$ cat src/rtl/instr_pkg.sv
// Shared opcode/funct constants and the request op enumeration
// for the instruction encoder and decoder.
package instr_pkg;

    typedef enum logic [3:0] {
        OP_ADD  = 4'd0,
        OP_SUB  = 4'd1,
        OP_AND  = 4'd2,
        OP_OR   = 4'd3,
        OP_XOR  = 4'd4,
        OP_NOR  = 4'd5,
        OP_LW   = 4'd6,
        OP_SW   = 4'd7,
        OP_ADDI = 4'd8
    } op_e;

    localparam logic [5:0] OPC_RTYPE = 6'h00;
    localparam logic [5:0] OPC_LW    = 6'h23;
    localparam logic [5:0] OPC_SW    = 6'h2B;
    localparam logic [5:0] OPC_ADDI  = 6'h08;

    localparam logic [5:0] FN_ADD = 6'h20;
    localparam logic [5:0] FN_SUB = 6'h22;
    localparam logic [5:0] FN_AND = 6'h24;
    localparam logic [5:0] FN_OR  = 6'h25;
    localparam logic [5:0] FN_XOR = 6'h26;
    localparam logic [5:0] FN_NOR = 6'h27;

    typedef enum logic [1:0] {
        ST_IDLE,
        ST_WRITE,
        ST_DONE,
        ST_ERROR
    } state_e;

endpackage

$ cat src/rtl/instr_word_fmt.sv
// Combinational field packer: turns a request op and its fields
// into a 32-bit instruction word, flagging unknown ops.
import instr_pkg::*;

module instr_word_fmt (
    input  logic [3:0]  op,
    input  logic [4:0]  rs,
    input  logic [4:0]  rt,
    input  logic [4:0]  rd,
    input  logic [15:0] imm,
    output logic [31:0] word,
    output logic        illegal
);

    logic       is_r;
    logic [5:0] funct;
    logic [5:0] opc;

    // Decode op into either an R-type funct or an I-type opcode
    always_comb begin
        is_r    = 1'b0;
        funct   = 6'h00;
        opc     = OPC_RTYPE;
        illegal = 1'b0;
        word    = 32'h0;
        unique case (1'b1)
            (op == OP_ADD):  begin is_r = 1'b1; funct = FN_ADD; end
            (op == OP_SUB):  begin is_r = 1'b1; funct = FN_SUB; end
            (op == OP_AND):  begin is_r = 1'b1; funct = FN_AND; end
            (op == OP_OR):   begin is_r = 1'b1; funct = FN_OR;  end
            (op == OP_XOR):  begin is_r = 1'b1; funct = FN_XOR; end
            (op == OP_NOR):  begin is_r = 1'b1; funct = FN_NOR; end
            (op == OP_LW):   opc = OPC_LW;
            (op == OP_SW):   opc = OPC_SW;
            (op == OP_ADDI): opc = OPC_ADDI;
            default:         illegal = 1'b1;
        endcase
        if (illegal)
            word = 32'h0;
        else if (is_r)
            word = {OPC_RTYPE, rs, rt, rd, 5'b0, funct};
        else
            word = {opc, rs, rt, imm};
    end

endmodule

$ cat src/rtl/instr_encoder.sv
// Instruction encoder: accepts op requests, packs them and writes
// one word every two cycles into instruction memory.
import instr_pkg::*;

module instr_encoder #(
    parameter logic [31:0] BASE_ADDR = 32'h0000_0000,
    parameter int          DEPTH     = 64
) (
    input  logic                       clk,
    input  logic                       rst,
    input  logic                       clear,
    input  logic                       req_valid,
    output logic                       req_ready,
    input  logic [3:0]                 req_op,
    input  logic [4:0]                 req_rs,
    input  logic [4:0]                 req_rt,
    input  logic [4:0]                 req_rd,
    input  logic [15:0]                req_imm,
    input  logic                       req_last,
    output logic                       mem_we,
    output logic [31:0]                mem_addr,
    output logic [31:0]                mem_wdata,
    output logic [$clog2(DEPTH):0]     count,
    output logic                       done,
    output logic                       err
);

    localparam int CW = $clog2(DEPTH) + 1;
    localparam logic [CW-1:0] LAST_IDX = CW'(DEPTH - 1);

    state_e      state;
    logic        last_q;
    logic [31:0] word;
    logic        illegal;
    logic [31:0] offset;

    instr_word_fmt u_fmt (
        .op      (req_op),
        .rs      (req_rs),
        .rt      (req_rt),
        .rd      (req_rd),
        .imm     (req_imm),
        .word    (word),
        .illegal (illegal)
    );

    assign offset    = 32'(count) << 2;
    assign req_ready = (state == ST_IDLE);
    assign done      = (state == ST_DONE);
    assign err       = (state == ST_ERROR);

    // Program FSM with the write strobe, address/data and word counter
    always_ff @(posedge clk) begin
        if (rst) begin
            state     <= ST_IDLE;
            count     <= '0;
            last_q    <= 1'b0;
            mem_we    <= 1'b0;
            mem_addr  <= 32'h0;
            mem_wdata <= 32'h0;
        end else begin
            mem_we <= 1'b0;
            if (clear) begin
                state <= ST_IDLE;
                count <= '0;
            end else begin
                unique case (state)
                    ST_IDLE: begin
                        if (req_valid) begin
                            if (illegal) begin
                                state <= ST_ERROR;
                            end else begin
                                mem_we    <= 1'b1;
                                mem_addr  <= BASE_ADDR + offset;
                                mem_wdata <= word;
                                last_q    <= req_last;
                                state     <= ST_WRITE;
                            end
                        end
                    end
                    ST_WRITE: begin
                        count <= count + 1'b1;
                        if (last_q || count == LAST_IDX)
                            state <= ST_DONE;
                        else
                            state <= ST_IDLE;
                    end
                    ST_DONE:  state <= ST_DONE;
                    ST_ERROR: state <= ST_ERROR;
                endcase
            end
        end
    end

endmodule

$ cat config.mk
export PLATFORM = sky130hd
export DESIGN_NAME = instr_encoder
export DESIGN_NICKNAME = d
export VERILOG_FILES = /design/src/rtl/instr_pkg.sv /design/src/rtl/instr_word_fmt.sv /design/src/rtl/instr_encoder.sv
export SDC_FILE = /design/constraint.sdc
export NUM_CORES = 1
export LEC_CHECK = 0
export CORE_ASPECT_RATIO = 1.2
export CORE_MARGIN = 2
export CORE_UTILIZATION = 43
export CTS_CLUSTER_DIAMETER = 80
export DETAILED_ROUTE_END_ITERATION = 16
export PLACE_DENSITY = 0.87
export SYNTH_ARGS = -nofsm -noshare
export SYNTH_HDL_FRONTEND = slang
export SYNTH_SLANG_ARGS = --single-unit
$ cat constraint.sdc
create_clock -name clk -period 4.2 [get_ports clk]
set_input_delay 0.42 -clock clk [delete_from_list [all_inputs] [get_ports clk]]
set_output_delay 0.42 -clock clk [all_outputs]
set_load 0.02 [all_outputs]
After elaboration in Yosys (flattened, before gate mapping)
Index checks and enable logic that the tools add are counted.
{ "classes": {"addsub": 1, "n_mul": 0, "n_div": 0, "n_lt_le_gt_ge": 0, "n_eq_ne": 13, "shift": 0, "n_mux": 9, "bitwise": 3, "reduce_logical": 8} }
{ "op_table": {"columns": ["cell", "n"], "rows": [
  ["$pmux W6 S6", 1],
  ["$mux W32", 1],
  ["$pmux W6 S3", 1],
  ["$eq A4 B3 Y1 const B", 4],
  ["$reduce_or A9 Y1", 1],
  ["$eq A4 B2 Y1 const B", 2],
  ["$pmux W2 S4", 1],
  ["$add A7 B1 Y7 const B", 1],
  ["$eq A7 B6 Y1 const B", 1],
  ["$mux W2", 3],
  ["$reduce_or A6 Y1", 1],
  ["$eq A2 B2 Y1 const B", 2],
  ["$eq A4 B1 Y1 const B", 1],
  ["$eq A4 B4 Y1 const B", 1],
  ["$logic_not A4 Y1", 1],
  ["$reduce_and A4 Y1", 1],
  ["$reduce_or A4 Y1", 1],
  ["$not A1 Y1", 3],
  ["$eq A2 B1 Y1 const B", 1],
  ["$logic_not A2 Y1", 1],
  ["$mux W1", 2],
  ["$ne A2 B2 Y1 const B", 1],
  ["$reduce_or A2 Y1", 1],
  ["$logic_or A1 B1 Y1", 1]
]} }
{ "totals": {"register_bits": 50, "latch_bits": 0, "ramBits": 0, "romBits": 0, "input_bits": 40, "out_inout_bits": 75, "wordCells": 40, "mem_count": 0} }

Depth between registers and ports, before layout
Gate-level depths: netlist of run 1.
{ "depth": {"word_depth": 5, "ltp_mapped": 7, "depth_no_buf": 5} }

Cells and area by module
From an unflattened synthesis of run 1, not the netlist that was laid out.
{ "unflattened": {"hier_cells": 331, "hier_area_um2": 2590.0} }
{ "modules_own_cells": {"columns": ["module", "instances", "cells_each", "area_per_inst_um2"], "rows": [
  ["instr_encoder", 1, 255, 2078.2],
  ["instr_word_fmt", 1, 76, 511.7]
]} }

Worst setup path after synthesis of run 1
Ideal clock, no wire load.
{ "synth_path": {"kind": "register to register", "from": "register state[0]", "to": "register mem_addr[4]", "setup_time_ns": 0.070, "arrival_time_ns": 1.546, "required_ns": 4.130, "slack_ns": 2.584, "path_stages_with_launch": 8, "path_buffers": 2, "cell_sequence": "dfxtp_1 inv_1 ha_1 and3b_1 buf_2 clkbuf_1 nand3_1 a21oi_1"} }
{ "synth_via": {"elab_chain_cells": 2} }
{ "synth_lines": {"columns": ["element", "line_no", "source"], "rows": [
  ["start, declared", "instr_encoder.sv:31", "state_e state;"],
  ["start signal, assigned", "instr_encoder.sv:55", "state <= ST_IDLE;"],
  ["start signal, assigned", "instr_encoder.sv:64", "state <= ST_IDLE;"],
  ["start signal, assigned", "instr_encoder.sv:71", "state <= ST_ERROR;"],
  ["$logic_not A2 Y1", null, null],
  ["named net req_ready", "instr_encoder.sv:13", "output logic req_ready,"],
  ["$reduce_and A4 Y1 (no source line)", null, null],
  ["end signal, assigned", "instr_encoder.sv:74", "mem_addr <= BASE_ADDR + offset;"],
  ["end, declared", "instr_encoder.sv:21", "output logic [31:0] mem_addr,"]
]} }
The timed path passes the listed nets, and every way through them passes these cells.
A chain may end at the register's enable or synchronous reset.

Worst setup path in the final report of run 1
{ "layout_path": {"from": "input port req_op[3]", "to": "register mem_wdata[11]"} }
{ "layout_via": {"elab_chain_cells": 4} }
{ "layout_lines": {"columns": ["element", "line_no", "source"], "rows": [
  ["start, declared", "instr_encoder.sv:14", "input logic [3:0] req_op,"],
  ["$eq A4 B3 Y1 (tied with other cells)", "instr_word_fmt.sv:32", "(op == OP_NOR): begin is_r = 1'b1; funct = FN_NOR; end"],
  ["$reduce_or A6 Y1 (no source line)", null, null],
  ["$mux W1", "instr_word_fmt.sv:26", "unique case (1'b1)"],
  ["$mux W32", "instr_word_fmt.sv:40", "else if (is_r)"],
  ["end signal, assigned", "instr_encoder.sv:75", "mem_wdata <= word;"],
  ["end, declared", "instr_encoder.sv:22", "output logic [31:0] mem_wdata,"]
]} }
Several ways; a longest one is shown, not always the timed one.

==> metrics.md, run 1 <==
| Metric | Value |
|---|---|
| Status | `complete, no violations` |
| Syn_area_per_cell | `8.49 um^2` |
| Post-synthesis async set-or-reset flop share | `0` |
| Fin crit share | `0.597` |
| Max Slew Vio Count | `0` |
| Most frequent cells in the layout | `clkdlybuf4s50_1, dfxtp_1, a21oi_1, o21ai_0, conb_1` |
| Area Growth Syn to Fin | `36.6%` |
| Setup Fix Bufs, Post-CTS | `0` |
| Main flop type after synthesis | `dfxtp_1` |
| Final hold vios | `0` |
| Worst r2r path cells | `5` |
| Post-route setup TNS | `0 ns` |
| DR WL/cell | `between 10 and 15 um` |
| Critical Path Sink Type | `register` |
| Hold crit path type | `register to register` |
| Clock root cell | `clkbuf_8` |
| Worst slew pin tran | `1.28 ns` |
| Startpoint types | `input port` |
| H-Tree Depth | `2` |
| Xor and xnor area share after synthesis | `0.0157` |
| Chip height | `82.9 um` |
| Leakage Power | `between 1 and 1.5 nW` |
| Core area | `4970 um^2` |
| FMAX | `399 MHz` |
| Synth Area in Simple Gates | `0.147` |
| Die X | `around 70 um` |
| Yosys top cell area share | `0.412` |
| Synth top area cells | `dfxtp_1, buf_4, a21oi_1, o21ai_0, nand3_1` |
| Num ports | `115` |
| Hold Buf Count CTS | `0` |
| Yosys top cell by area | `dfxtp_1` |
| Main combinational cell family by area after synthesis | `compound AO/OA/AOI/OAI gates` |
| Final hold slack | `between 0.4 and 0.5 ns` |
| Post-DP HPWL | `3840 um` |
| Compound-Gate Fraction of Synth Area | `0.231` |
| Synth Instances | `263` |
| Final setup vio count | `0` |
| Ys Warns | `0` |
| Synth Area in Adders | `0.0280` |
| Vias in the first global route | `1886` |
| Post-synth EDFFs | `0` |
| Setup slack after layout | `1.69 ns` |
| Layout Utilization | `0.613` |
| Gpl congestion | `0.761` |
| Vias per cell | `5.27` |
| Die area | `5790 um^2` |
| Starting density of the core | `0.449` |
| Antenna diodes | `0` |
| Post-Route WL | `5520 um` |
| FF+latch count, synth | `46` |
| Gr usage total | `0.185` |
| Post_cts resized | `0` |
| Clk_skew | `0.00944 ns` |
| Distinct cells, synth | `40` |
| Max FO, Critical Path | `33` |
| Clk_lat worst skew | `0.30 ns` |
| Total gr overflow | `0` |
| Slowest CP cell | `o31a_1` |
| Clock sink count | `46` |
| CTS tree | `done` |
| Worst EP required | `4.40 ns` |
| First-pass GRT wire length | `8870 um` |
| Total of max-cap violations | `0` |
| Critical Path AT | `2.70 ns` |
| Antenna Nets Post-Route | `0` |
| Most common cell after layout, fill and taps aside | `clkdlybuf4s50_1` |
| Pre-CTS setup slack | `1.42 ns` |
| Max stage delay on crit path | `0.93 ns` |
| Clock transition at path regs | `approximately 0.080 ns` |
| Slew HR | `0.144` |
| Cts bufs inserted | `5` |
| Final net count | `377` |
| IO Port Bufs | `87` |
| Mux contribution to synthesized area | `0.00896` |
| VDD IR-drop max | `189 uV` |
| Register area share after synthesis | `0.412` |
| Hold Path Depth | `2` |
| RSZ-0062 raised after global routing | `false` |
| DR iter-0 viols | `144` |
| Tmin final | `roughly 2.5 ns` |
| Initial antenna violation count | `0` |
| Layout cell share with drive strength beyond 1 | `0.0390` |
| CP Cell Sequence | `clkdlybuf4s50_1 -> o31a_1 -> nor2_1 -> a311oi_1` |
| Setup Crit Path Kind | `input port to register` |
| Drt drc | `0` |
| Drt first pass iters | `4` |
| Count of standard-cell rows | `28` |
| DR vias | `2073` |
| Power density cells | `307 nW/um^2` |
| Largest net degree at the start of global routing | `39` |
| Longest Clk Path Bufs | `2` |
| Mapped Area | `between 2000 and 2500 um^2` |
critical path, delay by kind of cell:
| family | cells | cell delay [ns] |
|---|---|---|
| AO/OA/AOI/OAI | 2 | 1.24 |
| buffers and inverters | 1 | 0.72 |
| AND/OR/NAND/NOR | 1 | 0.32 |
report_power, final:
| group | total (mW) | leakage (nW) | switching [mW] | internal, mW |
|---|---|---|---|---|
| sequential | 0.458 | 0.373 | 0.00838 | 0.449 |
| clock | 0.297 | 0.0544 | 0.146 | 0.151 |
| combinational | 0.183 | 0.633 | 0.106 | 0.0764 |
per-stage QoR:
stage                     instance area [um^2]  power, mW  instances
after detailed placement                  2950      0.650        385
after floorplan                           2330      0.595        289
after global routing                      3050      0.975        393
after CTS                                 3050      0.944        393
after global placement                    2950      0.647        385
final                                     3050      0.938        393
sequential cells by signal, indices dropped and copies added (netlist names):
signal / count
mem_wdata: 28
state: 2
count: 7
last_q: 1
mem_addr: 7
mem_we: 1
cell usage after synthesis, types with 4 or more instances:
| cell | count |
|---|---|
| dfxtp_1 | 46 |
| buf_2 | 9 |
| nand4_1 | 9 |
| ha_1 | 5 |
| a311oi_1 | 7 |
| buf_4 | 31 |
| nand3_1 | 20 |
| o21ai_0 | 27 |
| o21ai_1 | 4 |
| clkbuf_1 | 10 |
| nand2_1 | 12 |
| a21oi_1 | 38 |
| nor2_1 | 8 |
final cells by class:
cell class                 instances  area (um^2)
tap                               60         75.1
timing repair buffer              88          878
inverter                           2         7.51
sequential                        46          921
clock inverter                     1         8.76
clock buffer                       7         96.3
multi-input combinational        189         1060
fill                             431         1920
path summary, 6_finish.rpt:
| path | startpoint | to | slack (ns) |
|---|---|---|---|
| worst max register to register | state[1] | mem_wdata[11] | 1.73 |
| worst min-delay path | mem_wdata[20] | mem_wdata[20] | 0.48 |
| worst min register to register | mem_wdata[20] | mem_wdata[20] | 0.48 |
| worst max-delay path | req_op[3] | mem_wdata[11] | 1.69 |
per-layer routing:
metal | wire length [um] | global-route usage | vias up
li1 | - | - | 1024
met1 | 2290 | 0.222 | 960
met2 | 2790 | 0.319 | 85
met3 | 380 | 0.0437 | 4
met4 | 65 | 0.0699 | 0
met5 | 0 | 0 | -
kinds of logic (layout without fill, tap and decap cells):
kind of cell,count (synthesis),count (layout)
AO/OA/AOI/OAI,87,87
XOR/XNOR,4,4
buffers and inverters,54,98
adder cells (fa/ha/maj),5,5
flip-flops,46,46
AND/OR/NAND/NOR,64,64
multiplexers,2,2
other,1,27
(Power assumes the default switching activity.)
==> inputs of run 2 (changes only) <==
Settings changed: CORE_UTILIZATION 43 to 40, PLACE_DENSITY 0.87 to 0.82.
Clock period 4.2 ns to 2.35 ns, I/O delays scaled along.
==> metrics.md, run 2 (synthesis results as in run 1) <==
| Metric | Value |
|---|---|
| Setup Fix Bufs, Post-CTS | `0 (unchanged)` |
| Initial antenna violation count | `0 (unchanged)` |
| Post-Route WL | `5580 um (+1.1%)` |
| DR vias | `2101 (+1.4%)` |
| Worst r2r path cells | `5 (unchanged)` |
| H-Tree Depth | `2 (unchanged)` |
| Max Slew Vio Count | `0 (unchanged)` |
| Most common cell after layout, fill and taps aside | `clkdlybuf4s50_1` |
| Tmin final | `1.88 ns` |
| CTS tree | `done` |
| Worst slew pin tran | `0.509 ns (-0.776 ns)` |
| Area Growth Syn to Fin | `38.7%` |
| First-pass GRT wire length | `8800 um (-0.78%)` |
| DR WL/cell | `13.9 um (-0.91%)` |
| Worst EP required | `2.12 ns (-2.28 ns)` |
| Largest registers | `mem_wdata: 28 flops, count: 7 flops, mem_addr: 7 flops` |
| Largest register FFs | `28 (unchanged)` |
| Longest Clk Path Bufs | `2 (unchanged)` |
| RSZ-0062 raised after global routing | `false` |
| Final hold slack | `0.479 ns (-0.00116 ns)` |
| Die X | `72.2 um (+3.5%)` |
| Gr usage total | `0.177 (-0.00789)` |
| Vias in the first global route | `1920 (+1.8%)` |
| Worst Setup SP | `state[0]` |
| Clock sink count | `46 (unchanged)` |
| Final setup vio count | `0 (unchanged)` |
| Chip height | `85.9 um (+3.5%)` |
| Final hold vios | `0 (unchanged)` |
| Layout Utilization | `0.581 (-0.0326)` |
| Clk_lat worst skew | `0.29 ns (about the same)` |
| Total gr overflow | `0 (unchanged)` |
| Reg2reg setup slack | `0.47 ns (-1.26 ns)` |
| Startpoint types | `register` |
| Layout cell share with drive strength beyond 1 | `0.0531 (+0.0141)` |
| Drt first pass iters | `4 (unchanged)` |
| Critical Path AT | `1.64 ns (-1.06 ns)` |
| Leakage Power | `1.09 nW (+2.6%)` |
| Critical Path Sink Type | `output port` |
| IO Port Bufs | `87 (unchanged)` |
| Max FO, Critical Path | `6 (-82%)` |
| Antenna Nets Post-Route | `0 (unchanged)` |
| Antenna diodes | `0 (unchanged)` |
| Hold crit path type | `register to register` |
| Vias per cell | `5.24 (-0.67%)` |
| Clock root cell | `clkbuf_8` |
| Post-route setup TNS | `0 ns (unchanged)` |
| Cts bufs inserted | `5 (unchanged)` |
| Final net count | `383 (+1.6%)` |
| Clk_skew | `0.00828 ns (-0.00116 ns)` |
| Most frequent cells in the layout | `clkdlybuf4s50_1, dfxtp_1, a21oi_1, o21ai_0, conb_1` |
| Gpl congestion | `0.817 (+7.3%)` |
| Post_cts resized | `0 (unchanged)` |
| Slew HR | `0.660 (+0.516)` |
| Drt drc | `0 (unchanged)` |
| FF-to-FF Start | `state[0]` |
| Num ports | `115 (unchanged)` |
| Die area | `6200 um^2 (+7.1%)` |
| Starting density of the core | `0.419 (-0.0302)` |
| Hold Buf Count CTS | `0 (unchanged)` |
| DR iter-0 viols | `141 (-2.1%)` |
| Power density cells | `531 nW/um^2 (+73%)` |
| Status | `complete, no violations` |
| Fin crit share | `0.800` |
| VDD IR-drop max | `310 uV (+64%)` |
| Largest net degree at the start of global routing | `38 (-2.6%)` |
| Biggest register | `mem_wdata` |
| Count of standard-cell rows | `29 (+3.6%)` |
| Core area | `5330 um^2 (+7.2%)` |
| CP endpoint | `req_ready` |
| Setup Crit Path Kind | `register to output port` |
| Post-DP HPWL | `3990 um (+3.9%)` |
| RR Endpoint | `mem_wdata[13]` |
| Total of max-cap violations | `0 (unchanged)` |
| FMAX | `532 MHz` |
| Clock transition at path regs | `0.08 ns (about the same)` |
-- run 2: report_power, final --
| part | switching, mW | internal, mW | total (mW) |
|---|---|---|---|
| clock | 0.248 | 0.237 | 0.486 |
| sequential | 0.0144 | 0.803 | 0.817 |
| combinational | 0.194 | 0.148 | 0.342 |
| total | 0.457 | 1.19 | 1.64 |
-- run 2: per-stage QoR --
step           setup WS [ns]  cell area [um^2]  power (mW)  std cells
3_3_place_gp           0.342              3010        1.17        393
6_report               0.470              3100        1.64        401
5_1_grt                0.340              3100        1.73        401
3_5_place_dp           0.276              3010        1.18        393
4_1_cts                0.456              3100        1.67        401
2_1_floorplan          0.734              2330        1.06        289
-- run 2: worst min path at each step --
stage / cells past startpoint / slack (ns) / end / from
floorplan: 2 / 0.38 / last_q / req_last
global placement: 2 / 0.46 / mem_wdata[22] / mem_wdata[22]
detailed placement: 2 / 0.47 / mem_addr[5] / mem_addr[5]
CTS: 2 / 0.48 / mem_addr[5] / mem_addr[5]
global route: 2 / 0.50 / mem_wdata[17] / mem_wdata[17]
finish: 2 / 0.48 / mem_wdata[2] / mem_wdata[2]
-- run 2: cell type report --
| type | instances | area, um^2 |
|---|---|---|
| clock buffers | 7 | 86.3 |
| well taps | 62 | 77.6 |
| repair buffers | 94 | 936 |
| fillers | 491 | 2240 |
| inverters | 2 | 7.51 |
| clock inverters | 1 | 5.00 |
| flip-flops and latches | 46 | 921 |
| multi-input cells | 189 | 1060 |
-- run 2: critical path, stage by stage, from the launching register on --
cell and delay [ns]:
dfxtp_1 0.35, inv_1 0.10, ha_1 0.27, clkdlybuf4s50_1 0.64
-- run 2: routing by layer --
| metal | GRT usage | vias up | wire, um |
|---|---|---|---|
| li1 | - | 1031 | - |
| met1 | 0.221 | 967 | 2360 |
| met2 | 0.288 | 95 | 2730 |
| met3 | 0.0494 | 8 | 379 |
| met4 | 0.0720 | 0 | 109 |
| met5 | 0 | - | 0 |
==> inputs of run 3 (changes only) <==
Clock period 2.35 ns to 1.8 ns, I/O delays scaled along.
==> metrics.md, run 3 (synthesis results as in run 1) <==
| Metric | Value |
|---|---|
| Final net count | `390 (+1.8%)` |
| Worst r2r path cells | `5 (unchanged)` |
| Cts bufs inserted | `5 (unchanged)` |
| Worst EP required | `1.62 ns (-0.50 ns)` |
| DR vias | `2174 (+3.5%)` |
| FMAX | `581 MHz` |
| Clk_lat worst skew | `0.30 ns (about the same)` |
| Drt drc | `0 (unchanged)` |
| Total of max-cap violations | `0 (unchanged)` |
| Drt first pass iters | `4 (unchanged)` |
| RSZ-0062 raised after global routing | `false` |
| Setup slack after layout | `0.0787 ns (-0.392 ns)` |
| Placed cell area | `3060 um^2 (+1.7%)` |
| Biggest register | `mem_wdata` |
| Setup Crit Path Kind | `register to output port` |
| Most common cell after layout, fill and taps aside | `clkdlybuf4s50_1` |
| DR iter-0 viols | `136 (-3.5%)` |
| Critical Path AT | `1.54 ns (-0.10 ns)` |
| Post-Route WL | `5780 um (+3.5%)` |
| Layout cell share with drive strength beyond 1 | `0.0751 (+0.0220)` |
| Area Growth Syn to Fin | `42.0%` |
| Antenna diodes | `0 (unchanged)` |
| Pre-CTS setup slack | `0.0522 ns (-0.224 ns)` |
| Leakage Power | `1.12 nW (+3.3%)` |
| Clock sink count | `46 (unchanged)` |
| Initial antenna violation count | `0 (unchanged)` |
| Max Slew Vio Count | `0 (unchanged)` |
| First-pass GRT wire length | `9260 um (+5.2%)` |
| Clock share of power | `0.334 (+0.039)` |
| Count of standard-cell rows | `29 (unchanged)` |
| H-Tree Depth | `2 (unchanged)` |
| Hold Buf Count CTS | `0 (unchanged)` |
| Final hold vios | `0 (unchanged)` |
| Total gr overflow | `0 (unchanged)` |
| Vias in the first global route | `1968 (+2.5%)` |
| Worst Setup SP | `state[0]` |
| Vias per cell | `5.33 (+1.7%)` |
| Post-DP HPWL | `4230 um (+6.1%)` |
| Startpoint types | `register` |
| Num ports | `115 (unchanged)` |
| FF-to-FF Start | `state[1]` |
| Largest registers | `mem_wdata: 28 flops, count: 7 flops, mem_addr: 7 flops` |
| Reg2reg setup slack | `0.18 ns (-0.29 ns)` |
| CP endpoint | `done` |
| Post-route setup TNS | `0 ns (unchanged)` |
| Core area | `5330 um^2 (unchanged)` |
| Clock root cell | `clkbuf_8` |
| Int Pwr | `1.67 mW (+40%)` |
| Die area | `6200 um^2 (unchanged)` |
| Largest register FFs | `28 (unchanged)` |
| Final hold slack | `0.432 ns (-0.0469 ns)` |
| DR WL/cell | `14.2 um (+1.8%)` |
| Max FO, Critical Path | `4 (-2)` |
| Part of the power in registers | `0.466 (-0.031)` |
| Switch share | `0.273 (-0.00437)` |
| Fin crit share | `0.956` |
| Status | `complete, no violations` |
| Most frequent cells in the layout | `clkdlybuf4s50_1, dfxtp_1, a21oi_1, o21ai_0, conb_1` |
| Tmin final | `1.72 ns` |
| Design area | `3170 um^2 (+2.3%)` |
| Clk_skew | `0.00961 ns (+0.00133 ns)` |
| RR Endpoint | `state[1]` |
| Clock transition at path regs | `0.09 ns (about the same)` |
| Final setup vio count | `0 (unchanged)` |
| CTS tree | `done` |
| Combinational share of power | `0.200 (-0.008)` |
| Hold crit path type | `input port to register` |
| Power density cells | `723 nW/um^2 (+36%)` |
| Psw | `626 uW (+37%)` |
| Fillers | `498 (+1.4%)` |
| Chip height | `85.9 um (unchanged)` |
| Antenna Nets Post-Route | `0 (unchanged)` |
| Die X | `72.2 um (unchanged)` |
| IO Port Bufs | `87 (unchanged)` |
| Gpl congestion | `0.771 (-5.7%)` |
| Gr usage total | `0.187 (+0.00986)` |
| Longest Clk Path Bufs | `2 (unchanged)` |
| VDD IR-drop max | `365 uV (+18%)` |
| Starting density of the core | `0.419 (unchanged)` |
| Largest net degree at the start of global routing | `38 (unchanged)` |
| Critical Path Sink Type | `output port` |
-- run 3: power by group through the flow --
stage,sequential [mW],clock [mW],combinational [mW]
2_1_floorplan,1.12,0,0.267
3_3_place_gp,1.09,0,0.453
3_5_place_dp,1.09,0,0.459
4_1_cts,1.07,0.789,0.459
5_1_grt,1.07,0.831,0.496
6_report,1.07,0.766,0.458
-- run 3: stage by stage --
stage               instances  total power, mW  utilization
floorplan                 289             1.39            -
CTS                       408             2.32        0.594
detailed placement        400             1.55        0.574
global placement          400             1.54        0.574
global route              408             2.40        0.594
finish                    408             2.29        0.594
-- run 3: cell type report --
type,instances,area (um^2),area share
inverters,2,7.51,0.00237
clock buffers,6,72.6,0.0229
well taps,62,77.6,0.0245
clock inverters,2,37.5,0.0118
flip-flops and latches,46,921,0.290
repair buffers,101,987,0.311
multi-input cells,189,1070,0.337
-- run 3: what timing repair did --
action | in CTS | in global routing
resized for setup | 1 | 1
endpoints found under the setup margin | 1 | 6
pin swaps | 0 | 0
setup buffers | 0 | 0
-- run 3: per-layer routing --
metal | vias up | GRT usage | wire length [um]
met1 | 1025 | 0.220 | 2310
met5 | - | 0 | 0
met4 | 0 | 0.0566 | 79
met3 | 7 | 0.0423 | 386
li1 | 1052 | - | -
met2 | 90 | 0.334 | 3000
-- run 3: worst max-delay path, stage by stage (launching register included) --
cell             delay (ns)
dfxtp_1                0.39
inv_1                  0.08
ha_1                   0.22
clkdlybuf4s50_1        0.54
-- run 3: worst min path at each step --
stage / start / to / slack (ns) / cells past startpoint
after floorplan: req_last / last_q / 0.33 / 2
after CTS: req_rs[1] / mem_wdata[22] / 0.43 / 3
after detailed placement: mem_wdata[22] / mem_wdata[22] / 0.47 / 2
after global routing: req_rs[1] / mem_wdata[22] / 0.44 / 3
after global placement: mem_wdata[21] / mem_wdata[21] / 0.46 / 2
final: req_rs[1] / mem_wdata[22] / 0.43 / 3
